$ cat config.mk
export PLATFORM = sky130hd
export DESIGN_NAME = direction_judge
export DESIGN_NICKNAME = d
export VERILOG_FILES = /design/src/rtl/direction_judge.sv
export SDC_FILE = /design/constraint.sdc
export NUM_CORES = 1
export LEC_CHECK = 0
export CAP_MARGIN = 20
export CORE_ASPECT_RATIO = 1.25
export CORE_MARGIN = 3
export CORE_UTILIZATION = 59
export CTS_BUF_LIST = sky130_fd_sc_hd__clkbuf_8
export DETAILED_ROUTE_END_ITERATION = 6
export GPL_TIMING_DRIVEN = 0
export PLACE_DENSITY = 0.83
export SKIP_LAST_GASP = 1
export SLEW_MARGIN = 20
export SYNTH_ARGS = -nofsm -noshare
export SYNTH_HDL_FRONTEND = slang
export SYNTH_SLANG_ARGS = --single-unit
$ cat constraint.sdc
create_clock -name clk -period 4.2 [get_ports clk]
set_input_delay 0.63 -clock clk [delete_from_list [all_inputs] [get_ports clk]]
set_output_delay 0.63 -clock clk [all_outputs]
set_load 0.01 [all_outputs]
$ cat src/rtl/direction_judge.sv
// Trial sequencer for the direction-acuity test: requests a direction, latches it,
// waits for one arrow key (or timeout), scores it, and advances or ends the level.
module direction_judge #(
  parameter int TIMEOUT_CYC = 50000000,
  parameter int SETTLE      = 2,
  parameter int TRIALS      = 3,
  parameter int PASS_NEED   = 2,
  parameter int MAX_LEVEL   = 10
) (
  input  logic       clk,
  input  logic       rst,
  input  logic       start,
  input  logic [2:0] ran_num,
  input  logic       key_up,
  input  logic       key_down,
  input  logic       key_left,
  input  logic       key_right,
  output logic       new_req,
  output logic [2:0] target,
  output logic [3:0] level,
  output logic [1:0] trial_idx,
  output logic       hit,
  output logic       miss,
  output logic       busy,
  output logic       done,
  output logic [3:0] final_level
);

  localparam int TW = $clog2(TIMEOUT_CYC + 1);
  localparam int SW = $clog2(SETTLE + 1);

  typedef enum logic [2:0] {
    S_IDLE, S_LOAD, S_SETTLE, S_WAIT, S_JUDGE, S_DONE
  } state_t;

  state_t          state_q, state_d;
  logic            new_req_q, new_req_d;
  logic [2:0]      target_q, target_d;
  logic [3:0]      level_q, level_d;
  logic [1:0]      trial_q, trial_d;
  logic            hit_q, hit_d;
  logic            miss_q, miss_d;
  logic            busy_q, busy_d;
  logic            done_q, done_d;
  logic [3:0]      final_q, final_d;
  logic [1:0]      hit_cnt_q, hit_cnt_d;
  logic [TW-1:0]   timer_q, timer_d;
  logic [SW-1:0]   settle_q, settle_d;

  logic [2:0] n_keys;
  logic [2:0] key_code;

  assign n_keys = 3'(key_up) + 3'(key_down) + 3'(key_left) + 3'(key_right);

  always_comb begin
    key_code = 3'd0;
    if (key_up)         key_code = 3'd1;
    else if (key_down)  key_code = 3'd2;
    else if (key_left)  key_code = 3'd3;
    else if (key_right) key_code = 3'd4;
  end

  always_comb begin
    state_d   = state_q;
    target_d  = target_q;
    level_d   = level_q;
    trial_d   = trial_q;
    final_d   = final_q;
    hit_cnt_d = hit_cnt_q;
    timer_d   = timer_q;
    settle_d  = settle_q;
    hit_d     = 1'b0;
    miss_d    = 1'b0;

    case (state_q)
      S_IDLE, S_DONE: begin
        if (start) begin
          state_d   = S_LOAD;
          level_d   = 4'd1;
          trial_d   = 2'd0;
          hit_cnt_d = 2'd0;
          final_d   = 4'd0;
        end
      end
      S_LOAD: begin
        state_d  = S_SETTLE;
        settle_d = '0;
      end
      S_SETTLE: begin
        if (settle_q == SW'(SETTLE - 1)) begin
          target_d = (ran_num >= 3'd1 && ran_num <= 3'd4) ? ran_num : 3'd1;
          state_d  = S_WAIT;
          timer_d  = '0;
        end else begin
          settle_d = settle_q + 1'b1;
        end
      end
      S_WAIT: begin
        // a key arriving on the expiry cycle is scored as that key
        if (n_keys == 3'd1) begin
          state_d = S_JUDGE;
          if (key_code == target_q) begin
            hit_d     = 1'b1;
            hit_cnt_d = hit_cnt_q + 1'b1;
          end else begin
            miss_d = 1'b1;
          end
        end else if (n_keys != 3'd0) begin
          state_d = S_JUDGE;
          miss_d  = 1'b1;
        end else if (timer_q == TW'(TIMEOUT_CYC - 1)) begin
          state_d = S_JUDGE;
          miss_d  = 1'b1;
        end else begin
          timer_d = timer_q + 1'b1;
        end
      end
      S_JUDGE: begin
        // hit_cnt already includes this trial's hit
        if (trial_q < 2'(TRIALS - 1)) begin
          trial_d = trial_q + 1'b1;
          state_d = S_LOAD;
        end else if (hit_cnt_q >= 2'(PASS_NEED)) begin
          final_d = level_q;
          if (level_q == 4'(MAX_LEVEL)) begin
            state_d = S_DONE;
          end else begin
            level_d   = level_q + 1'b1;
            trial_d   = 2'd0;
            hit_cnt_d = 2'd0;
            state_d   = S_LOAD;
          end
        end else begin
          state_d = S_DONE;
        end
      end
      default: state_d = S_IDLE;
    endcase

    new_req_d = (state_d == S_LOAD);
    busy_d    = (state_d == S_LOAD) || (state_d == S_SETTLE) ||
                (state_d == S_WAIT) || (state_d == S_JUDGE);
    done_d    = (state_d == S_DONE);
  end

  always_ff @(posedge clk) begin
    if (rst) begin
      state_q   <= S_IDLE;
      new_req_q <= 1'b0;
      target_q  <= 3'd0;
      level_q   <= 4'd0;
      trial_q   <= 2'd0;
      hit_q     <= 1'b0;
      miss_q    <= 1'b0;
      busy_q    <= 1'b0;
      done_q    <= 1'b0;
      final_q   <= 4'd0;
      hit_cnt_q <= 2'd0;
      timer_q   <= '0;
      settle_q  <= '0;
    end else begin
      state_q   <= state_d;
      new_req_q <= new_req_d;
      target_q  <= target_d;
      level_q   <= level_d;
      trial_q   <= trial_d;
      hit_q     <= hit_d;
      miss_q    <= miss_d;
      busy_q    <= busy_d;
      done_q    <= done_d;
      final_q   <= final_d;
      hit_cnt_q <= hit_cnt_d;
      timer_q   <= timer_d;
      settle_q  <= settle_d;
    end
  end

  assign new_req     = new_req_q;
  assign target      = target_q;
  assign level       = level_q;
  assign trial_idx   = trial_q;
  assign hit         = hit_q;
  assign miss        = miss_q;
  assign busy        = busy_q;
  assign done        = done_q;
  assign final_level = final_q;

endmodule
# After elaboration in Yosys (flattened, before gate mapping)
# Index checks and enable logic that the tools add are counted.
[op_classes]
addsub = 8
magnitude_cmp = 4
n_eq_ne = 28
n_mux = 44
bitwise_logic = 2
reduce_logical = 20
[op_table]
columns = ["operator", "n"]
rows = [
  ["two-way mux 26 bit", 4],
  ["one-hot mux 26 bit (2 select lines)", 1],
  ["two-way mux 3 bit", 13],
  ["two-way mux 4 bit", 7],
  ["adder 26 x 1 -> 26 bit, second input constant", 1],
  ["equality test 26 bit, second input constant", 1],
  ["inequality test 2 bit, second input constant", 11],
  ["two-way mux 2 bit", 8],
  ["one-hot mux 4 bit (2 select lines)", 2],
  ["one-hot mux 3 bit (5 select lines)", 1],
  ["equality test 3 x 2 -> 1 bit, second input constant", 4],
  ["equality test 3 bit, second input constant", 4],
  ["AND reduction 5 bit", 2],
  ["equality test 3 x 1 -> 1 bit, second input constant", 3],
  ["one-hot mux 2 bit (2 select lines)", 2],
  ["AND reduction 4 bit", 2],
  ["AND reduction 7 bit", 1],
  ["adder 2 x 1 -> 2 bit, second input constant", 3],
  ["inequality test 3 bit, second input constant", 2],
  ["one-hot mux 2 bit (3 select lines)", 1],
  ["nonzero test 2 bit", 3],
  ["nonzero test 3 bit", 2],
  ["two-way mux 1 bit", 5],
  ["adder 4 x 1 -> 4 bit, second input constant", 1],
  ["other kinds (17)", 22],
]
[totals]
regBits = 51
in_bits = 10
out_inout_bits = 18

# Longest topological paths before layout
[logic_depth]
ltp_word = 11
ltp_mapped = 11
depth_no_buf = 10

# Worst setup path after synthesis
# No wires, ideal clock.
[synth_path]
path_type = "input port to flip-flop"
start = "input port key_up"
end = "register timer_q[19]"
t_arrival_ns = 3.202
slack_ns = 0.927
cell_stages = 10
n_path_buf = 0
path_cell_list = "inv_1 fa_1 inv_1 ha_1 ha_1 nor3_2 a21oi_2 or4_4 or4_1 a21oi_1"
[synth_between]
elab_chain_cells = 6
word_cells_on_any_way = 8
cone_classes = "3 x add/sub; 3 x eq/ne; 2 x reduce/logical"
[synth_rtl]
columns = ["item", "line", "rtl"]
rows = [
  ["start: declaration", "14", "input logic key_up,"],
  ["adder 1 x 1 -> 2 bit (*)", "53", "assign n_keys = 3'(key_up) + 3'(key_down) + 3'(key_left) + 3'(key_right);"],
  ["adder 2 x 1 -> 3 bit (*)", "53", ""],
  ["adder 3 x 1 -> 3 bit (*)", "53", ""],
  ["equality test 3 x 1 -> 1 bit or nonzero test 3 bit (tied branches)", "100, 108", ""],
  ["inequality test 2 bit (no line)", "--", ""],
  ["AND reduction 5 bit (no line) (*)", "--", ""],
  ["end signal: assignment", "173", "timer_q <= timer_d;"],
  ["end: declaration", "47", "logic [TW-1:0] timer_q, timer_d;"],
]
# Mark *: on every way between the ends. The rest lies on a longest branch, timed or not.
# A chain may end at the register's enable or synchronous reset.

# Worst setup path in the final report
# Ends and elaborated chain as after synthesis.

==> summary.md <==
| Metric | Value |
|---|---|
| Design Power | `919 uW` |
| Final WL | `6570 um` |
| Clock Skew | `0.0116 ns` |
| Pin count of the biggest net entering global routing | `16` |
| Met3 Track Usage GR | `4.79%` |
| Die ar. | `5450 sq um` |
| Syn avg cell area | `roughly 8.3 sq um` |
| Setup TNS | `0 ns` |
| Initial antenna violation count | `0` |
| Syn nets | `between 300 and 400` |
| YS warnings | `0` |
| Row cnt | `26` |
| Total CTS buffers | `5` |
| Post-cts resize count | `0` |
| Vias in the first global route | `2,479` |
| Leading cell types by count after synthesis | `51 x dfxtp_1, 35 x nor2_1, 25 x a21oi_1` |
| EDFF count, synth | `0` |
| Post-DP HPWL | `4740 um` |
| Pwr Density | `between 200 and 300 nW/um^2` |
| Drc violations | `0` |
| Top-area cell type share of the netlist area | `37.7%` |
| Crit-path max FO | `6` |
| RSZ-0062 raised after global routing | `no` |
| Worst endpoint required time | `4.45 ns` |
| GR peak layer | `met2` |
| Hold Fails Final Rpt | `0` |
| Status | `completed` |
| Final period util | `89.4%` |
| Final Net Count | `378` |
| Max cap viols | `0` |
| Post-synthesis cell count | `327` |
| Global route total overflow | `0` |
| Clk buf depth | `2` |
| Startpoint types | `input port` |
| Final antenna-violating net count | `0` |
| Rel. slew slack | `40.1%` |
| Sequential share of the synthesized area | `37.7%` |
| Least-Margin Pin Slew | `0.890 ns` |
| Hold Path Class | `flop to flop` |
| # diodes | `0` |
| Final WS setup | `between 0.4 and 0.5 ns` |
| CTS tree | `done` |
| WL per Instance | `15.7 um` |
| Root buffer cell | `clkbuf_8` |
| H-Tree Depth | `2` |
| Chip width | `66.6 um` |
| Final setup viols | `0` |
| Io pins | `28` |
| Clk_lat worst skew | `0.31 ns` |
| GPL Wtd Cong | `between 0.8 and 0.9` |
| Fmax | `0.266 GHz` |
| Initial DRT Pass Iterations | `4` |
| Layout cells sized above 1 | `6.09%` |
| Primary FF master, synth | `dfxtp_1` |
| Final slew viol count | `0` |
| Clock Sinks | `just over 50` |
| Starting Density | `63.6%` |
| Post-CTS setup buffers | `0` |
| Vias per inst | `6.20` |
| Pre-CTS setup slack | `0.129 ns` |
| Mapped Area | `2710 sq um` |
| Met1 Resource Use GR | `roughly 28%` |
| Endpoint type of the worst setup path | `flop` |
| Largest cells by area after synthesis | `dfxtp_1 38%, nor2_1 4.8%, a21oi_1 4.6%, xnor2_1 3.6%, nand2_1 3.3%` |
| Crit path kind | `input port to flop` |
| GRT met2 Usage | `between 40% and 50%` |
| Yosys reg bits | `51` |
| Critical Path AT | `4.00 ns` |
| First-pass GRT wire length | `~11,000 um` |
| Overall routing resource usage | `26.2%` |
| Die span in y | `approximately 82 um` |
| Design area | `3150 sq um` |
| LEAKAGE | `1.07 nW` |
| Max VDD drop | `0.287 mV` |
| Tmin final | `~3.8 ns` |
| Hold Buf Count CTS | `0` |
| Netlist cell types | `53` |
| Via count | `2,587` |
| CORE AREA | `4260 sq um` |
| Reg clk slew, reported paths | `0.10 ns` |
| Cell taking the most area after synthesis | `dfxtp_1` |
| Port bufs | `26` |
| # fillers | `341` |
| Initial DRC count | `175` |
| R2R Setup Slk | `1.62 ns` |
| Asr flop ratio synth | `0%` |
| Area Overhead vs Synth | `16.0%` |
| Cell Area, Placed | `approximately 3000 sq um` |
| Most common cell in the netlist | `dfxtp_1` |
-- final cells by class --
cell class                      count  area, sq um  share of cell area, %
Sequential cell                    51         1020                   32.5
Multi-Input combinational cell    248         1580                   50.1
Inverter                           14         52.6                   1.67
Tap cell                           56         70.1                   2.23
Clock buffer                        7         96.3                   3.06
Timing Repair Buffer               26          260                   8.27
Clock inverter                      1         7.51                  0.239
Buffer                             14         61.3                   1.95
-- power breakdown --
part	total (mW)	switching, mW	internal, mW	leakage (nW)
clock	0.319	0.168	0.150	0.0505
sequential	0.496	0.00592	0.490	0.412
combinational	0.104	0.0611	0.0434	0.610
total	0.919	0.236	0.683	1.07
-- worst max-delay path, stage by stage --
cell and delay, ns:
clkdlybuf4s50_1 0.54, inv_1 0.11, fa_1 0.54, inv_1 0.04, ha_1 0.17, ha_1 0.30, nor3_2 0.30, a21oi_2 0.14
or4_4 0.56, or4_1 0.50, a21oi_1 0.16
-- routing by layer --
layer  share of wire (%)  vias to the layer above
met5                   0                        -
met4                 1.4                        0
met3                 3.1                       10
met2                  53                       57
met1                  42                     1255
li1                    -                     1265
-- registers in the layout, indices dropped and copies added, names as in the netlist --
signal	flops
timer_q	26
final_level	4
level	4
state_q	3
target	3
hit_cnt_q	2
settle_q	2
trial_idx	2
busy	1
done	1
hit	1
miss	1
new_req	1
-- cells by family after synthesis --
group	share of synthesized area [%]
muxes	2.22
AOI/OAI and AO/OA	17.1
DFF	37.7
xor gates and xnor gates	3.55
adders and majority gates	3.97
and+or+nand+nor	31.3
buffers and inverters	4.20
-- final timing paths --
| check | depth (start not counted) | endpoint | startpoint |
|---|---|---|---|
| min reg2reg | 2 | timer_q[22] | timer_q[22] |
| min | 2 | timer_q[22] | timer_q[22] |
| max reg2reg | 7 | timer_q[9] | timer_q[0] |
| max | 11 | timer_q[19] | key_up |
-- placed cells by master, fill, tap and decap left out, types with 10 or more instances in the layout --
cell	Yosys	layout
inv_1	14	14
dfxtp_1	51	51
a21oi_1	25	25
xnor2_1	11	11
nand3_1	10	10
nor2_1	35	35
clkdlybuf4s50_1	0	26
nor3_1	13	13
nand2_1	24	24
or3_1	11	11
clkbuf_1	11	11
-- through the flow --
| stage | util [%] | cells | hold WS [ns] |
|---|---|---|---|
| after floorplan | - | 327 | 0.442 |
| after global placement | 71.4 | 409 | 0.459 |
| after detailed placement | 71.4 | 409 | 0.473 |
| after CTS | 73.8 | 417 | 0.487 |
| after global routing | 73.8 | 417 | 0.515 |
| final | 73.8 | 417 | 0.490 |
Power figures use the tool's default switching activity.
==> RTL change 1, RTL diff (same flow settings) <==
Make the reset (`rst`) asynchronous in one clocked block.
--- a/src/rtl/direction_judge.sv
+++ b/src/rtl/direction_judge.sv
@@ -143,7 +143,7 @@
     done_d    = (state_d == S_DONE);
   end
 
-  always_ff @(posedge clk) begin
+  always_ff @(posedge clk or posedge rst) begin
     if (rst) begin
       state_q   <= S_IDLE;
       new_req_q <= 1'b0;
Behaviour: differs if rst is asserted again (counterexample within 4 cycles, from zero or initial values and one cycle with rst high); with rst held inactive, the same outputs for 10 cycles.
==> RTL change 1 against the original RTL <==
  * Sequential cell count is the same
  * Wire length shrank 8.3%
  * Register-to-register slack gained 0.49 ns
  * Setup slack gained 0.10 ns
  * Non-clock buffer count shrank 3
  * Synthesized area grew 3.3%
  * Design area grew 4.8%
  * Critical endpoint is now timer_q[10]$_DFFE_PP0P_
  * Highest routed layer unchanged
Power is not compared: it rests on default switching activity, and its combinational part moved more than twofold at a synthesized area within 25%.
==> RTL change 1: results <==
placement:
  dpl.hpwl_um: 4280
  gp_congestion: 0.823
  port_buffers: 27
  placed_area_um2: 3160
  pre_cts_ws_ns: 0.233
  place_inst: 384
power_and_ir_drop:
  leakagePower_nw: 1.43
grt:
  use_met3: 0.0501
  grt_usage: 0.229
  antenna_found_initial: 0
  grt_pass1_wl_um: 10100
  gr-usage-met1: 0.278
  grt_util_met2: 0.390
  grt_pass1_vias: 2246
  grt_max_degree: 30
synthesis:
  synth_cells: 298
  synth_cell_types: 46
  ys_seq_area_frac: 0.456
  synthTopCellsByArea: "dfrtp_1 (46%), nand2_1 (4.2%), xor2_1 (3.8%)"
  syn_nets: 316
  yosys_warnings: 0
  ys_async_sr_fraction: 1.00
  synth_commonest_cells: "dfrtp_1 (51), nand2_1 (31), nor2_1 (23)"
setup_path:
  cp_slowest_cell: "clkdlybuf4s50_1"
  rr_worst_depth: 6
  crit_fanout: 8
  crit_end: "timer_q[10]$_DFFE_PP0P_"
  crit_start: "key_up"
  rrSetupSlack_ns: 2.11
  cpLargestDelayFamily: "simple AND/OR/NAND/NOR gates"
  worst_path_largest_cell_delay_ns: 0.54
  r2r-end: "timer_q[21]$_DFFE_PP0P_"
  reg2reg_from: "state_q[2]$_DFF_PP0_"
  crit_arrival_ns: 3.90
routing:
  first_iter_violations: 219
  wire_per_inst_um: 15.4
  via_count: 2394
finish:
  drive_gt1_frac: 0.0719
  fin_nets: 351
  stdcell_count: 392
  diodes: 0
sta:
  slew_headroom: 0.391
  fin_skew_ns: 0.0100
  whs_ns: 0.486
  fmax_mhz: 274
clocking:
  htree_levels: 2
  clockBufferDepth: 2
worst_hold_path:
  worstHoldEndpoint: "final_level[0]$_DFFE_PP0P_"
  hp-class: "reg2reg"
  hold_start: "final_level[0]$_DFFE_PP0P_"
run_status:
  status: "finished, final reports clean"
## RTL change 1: cell types whose count changed after synthesis, moves of 9 or more
| cell | before | now |
|---|---|---|
| nor2_1 | 35 | 23 |
| dfrtp_1 | 0 | 51 |
| nand3_1 | 10 | 19 |
| a21oi_1 | 25 | 15 |
| xor2_1 | 0 | 12 |
| dfxtp_1 | 51 | 0 |
## RTL change 1: final cells by class
class                           count  area [µm²]
Buffer                              9        40.0
Clock buffer                        5        68.8
Clock inverter                      3        63.8
Fill cell                         329        1200
Inverter                           16        60.1
Multi-Input combinational cell    222        1430
Sequential cell                    51        1280
Tap cell                           58        72.6
Timing Repair Buffer               28         290
## RTL change 1: power breakdown
part           total, mW  switching [mW]  internal [mW]
clock              0.395           0.160          0.236
combinational      0.497           0.288          0.209
sequential         0.617          0.0595          0.558
## RTL change 1: cell families (layout without fill, tap and decap cells)
| kind of cell | Yosys count | in the layout | share of synthesized area |
|---|---|---|---|
| fa+ha+maj | 8 | 8 | 0.0384 |
| xor+xnor | 15 | 15 | 0.0469 |
| buf+inv | 25 | 61 | 0.0357 |
| simple gates | 132 | 132 | 0.264 |
| flops | 51 | 51 | 0.456 |
| compound gates | 67 | 67 | 0.159 |
## RTL change 1: worst register-to-register path, cell delays in order (launching register included)
cell and delay, ns:
dfrtp_1 0.38, buf_2 0.17, clkinv_1 0.15, nand2_1 0.12
nor3b_2 0.61, clkbuf_1 0.43, nor2_1 0.11
## RTL change 1: metal layers
layer	part of all wire	wire length (µm)
met3	0.044	262
met1	0.41	2460
met2	0.53	3210
met5	0	0
met4	0.014	86
==> RTL change 2, RTL diff (same settings) <==
Made on the original files. `TIMEOUT_CYC`: 50000000 -> 25000000.
--- a/src/rtl/direction_judge.sv
+++ b/src/rtl/direction_judge.sv
@@ -1,7 +1,7 @@
 // Trial sequencer for the direction-acuity test: requests a direction, latches it,
 // waits for one arrow key (or timeout), scores it, and advances or ends the level.
 module direction_judge #(
-  parameter int TIMEOUT_CYC = 50000000,
+  parameter int TIMEOUT_CYC = 25000000,
   parameter int SETTLE      = 2,
   parameter int TRIALS      = 3,
   parameter int PASS_NEED   = 2,
Behaviour: same outputs for any inputs over 10 cycles, from zero or initial values and one cycle with rst high; that may be too few to reach the edited logic, so the function may still have changed.
==> RTL change 2 against the original RTL <==
  * Power fell by 3.1%
  * Highest routed layer unchanged
  * Sequential cell count fell by 1
  * Design area fell by 4.6%
  * Synthesized area fell by 5.5%
  * Critical path depth rose by 2
  * Wire length fell by 15%
  * Critical path type unchanged
  * Setup slack got worse by 0.17 ns
==> RTL change 2: results <==
run_status:
  status: "finished, final reports clean"
placement:
  placed_area_um2: 2890
  port_buffers: 26
  dpl.hpwl_um: 4190
  pre_cts_ws_ns: -0.181
  gp_congestion: 0.857
  place_inst: 392
power_and_ir_drop:
  peakVddDrop_uv: 207
  leakagePower_nw: 1.00
synthesis:
  syn_nets: 328
  ys_dominant_reg_cell: "dfxtp_1"
  synth_cell_types: 47
  ys_seq_area_frac: 0.391
  synth_commonest_cells: "dfxtp_1 (50), nor2_1 (35), a21oi_1 (25)"
  ys_async_sr_fraction: 0
  avgSynthCellArea_um2: 8.27
  synthTopCellsByArea: "dfxtp_1 (39%), nor2_1 (5.1%), a21oi_1 (4.9%)"
  yosys_warnings: 0
grt:
  antenna_found_initial: 0
  grt_usage: 0.251
  grt_pass1_wl_um: 10300
  grt_max_degree: 16
routing:
  first_iter_violations: 150
  wire_per_inst_um: 14.0
  dr.pass1.iters: 4
  via_count: 2330
finish:
  fillers: 356
  top_register: "timer_q"
  stdcell_count: 400
  fin_nets: 361
  drive_gt1_frac: 0.0640
  diodes: 0
  largest_reg_flops: 25
clocking:
  cts-resized-gates: 0
  clockBufferDepth: 2
  numCtsBuffers: 5
  cts_setup_buffers: 0
  clkTransAtPathRegs_ns: 0.09
  root_buffer: "clkbuf_8"
  htree_levels: 2
  clock_latency_ns: 0.30
sta:
  fin_skew_ns: 0.00756
  slew_headroom: 0.432
  whs_ns: 0.479
  setup_viol: 0
setup_path:
  worst_path_largest_cell_delay_ns: 0.56
  rr_worst_depth: 6
  crit_fanout: 10
  r2r-end: "state_q[0]$_SDFF_PP0_"
  reg2reg_from: "timer_q[8]$_SDFFE_PP0P_"
  cp_slowest_cell: "clkdlybuf4s50_1"
  rrSetupSlack_ns: 1.81
  cpLargestDelayFamily: "buffers and inverters"
worst_hold_path:
  min_path_cells: 2
  hp-class: "reg2reg"
  hold_start: "hit_cnt_q[0]$_SDFFE_PP0P_"
  worstHoldEndpoint: "hit_cnt_q[0]$_SDFFE_PP0P_"
==> RTL change 2: routing by layer <==
layer  wire length (µm)  track usage
met5                  0            0
met3                166       0.0465
met1               2400        0.290
met2               2940        0.448
met4                 75        0.104
==> RTL change 2: area by class of cell <==
type | instances | area, µm² | share of cell area
Buffer | 15 | 62.6 | 0.0209
Clock inverter | 1 | 8.76 | 0.00292
Timing Repair Buffer | 26 | 260 | 0.0867
Tap cell | 56 | 70.1 | 0.0234
Inverter | 13 | 48.8 | 0.0163
Multi-Input combinational cell | 232 | 1450 | 0.484
Sequential cell | 50 | 1000 | 0.334
Clock buffer | 7 | 96.3 | 0.0321
==> RTL change 2: tightest hold or removal path: cells and delay by family, from the launching register on <==
family,cells,cell delay [ns]
AO/OA/AOI/OAI,1,0.06
flip-flops,1,0.32
AND/OR/NAND/NOR,1,0.06
==> RTL change 2: how the worst max path moves through the flow <==
stage                     startpoint                        to  slack [ns]  depth (start not counted)
final                         key_up  timer_q[14]$_SDFFE_PP0P_        0.28                         13
after global routing          key_up  timer_q[20]$_SDFFE_PP0P_       0.007                         13
after global placement        key_up  timer_q[14]$_SDFFE_PP0P_       -0.11                         13
after detailed placement      key_up  timer_q[14]$_SDFFE_PP0P_       -0.18                         13
after CTS                     key_up  timer_q[14]$_SDFFE_PP0P_        0.14                         13
after floorplan               key_up  timer_q[16]$_SDFFE_PP0P_        0.80                         12
==> RTL change 2: cells by family after synthesis <==
kind of cell,share of synthesized area
simple gates,0.309
compound gates,0.167
flops,0.391
buf+inv,0.0425
xor+xnor,0.0410
fa+ha+maj,0.0420
mux,0.00781
==> RTL change 2: report_power, final <==
group	internal [mW]	switching (mW)
Sequential	0.481	0.00574
Combinational	0.0422	0.0539
Clock	0.151	0.157
Total	0.674	0.216
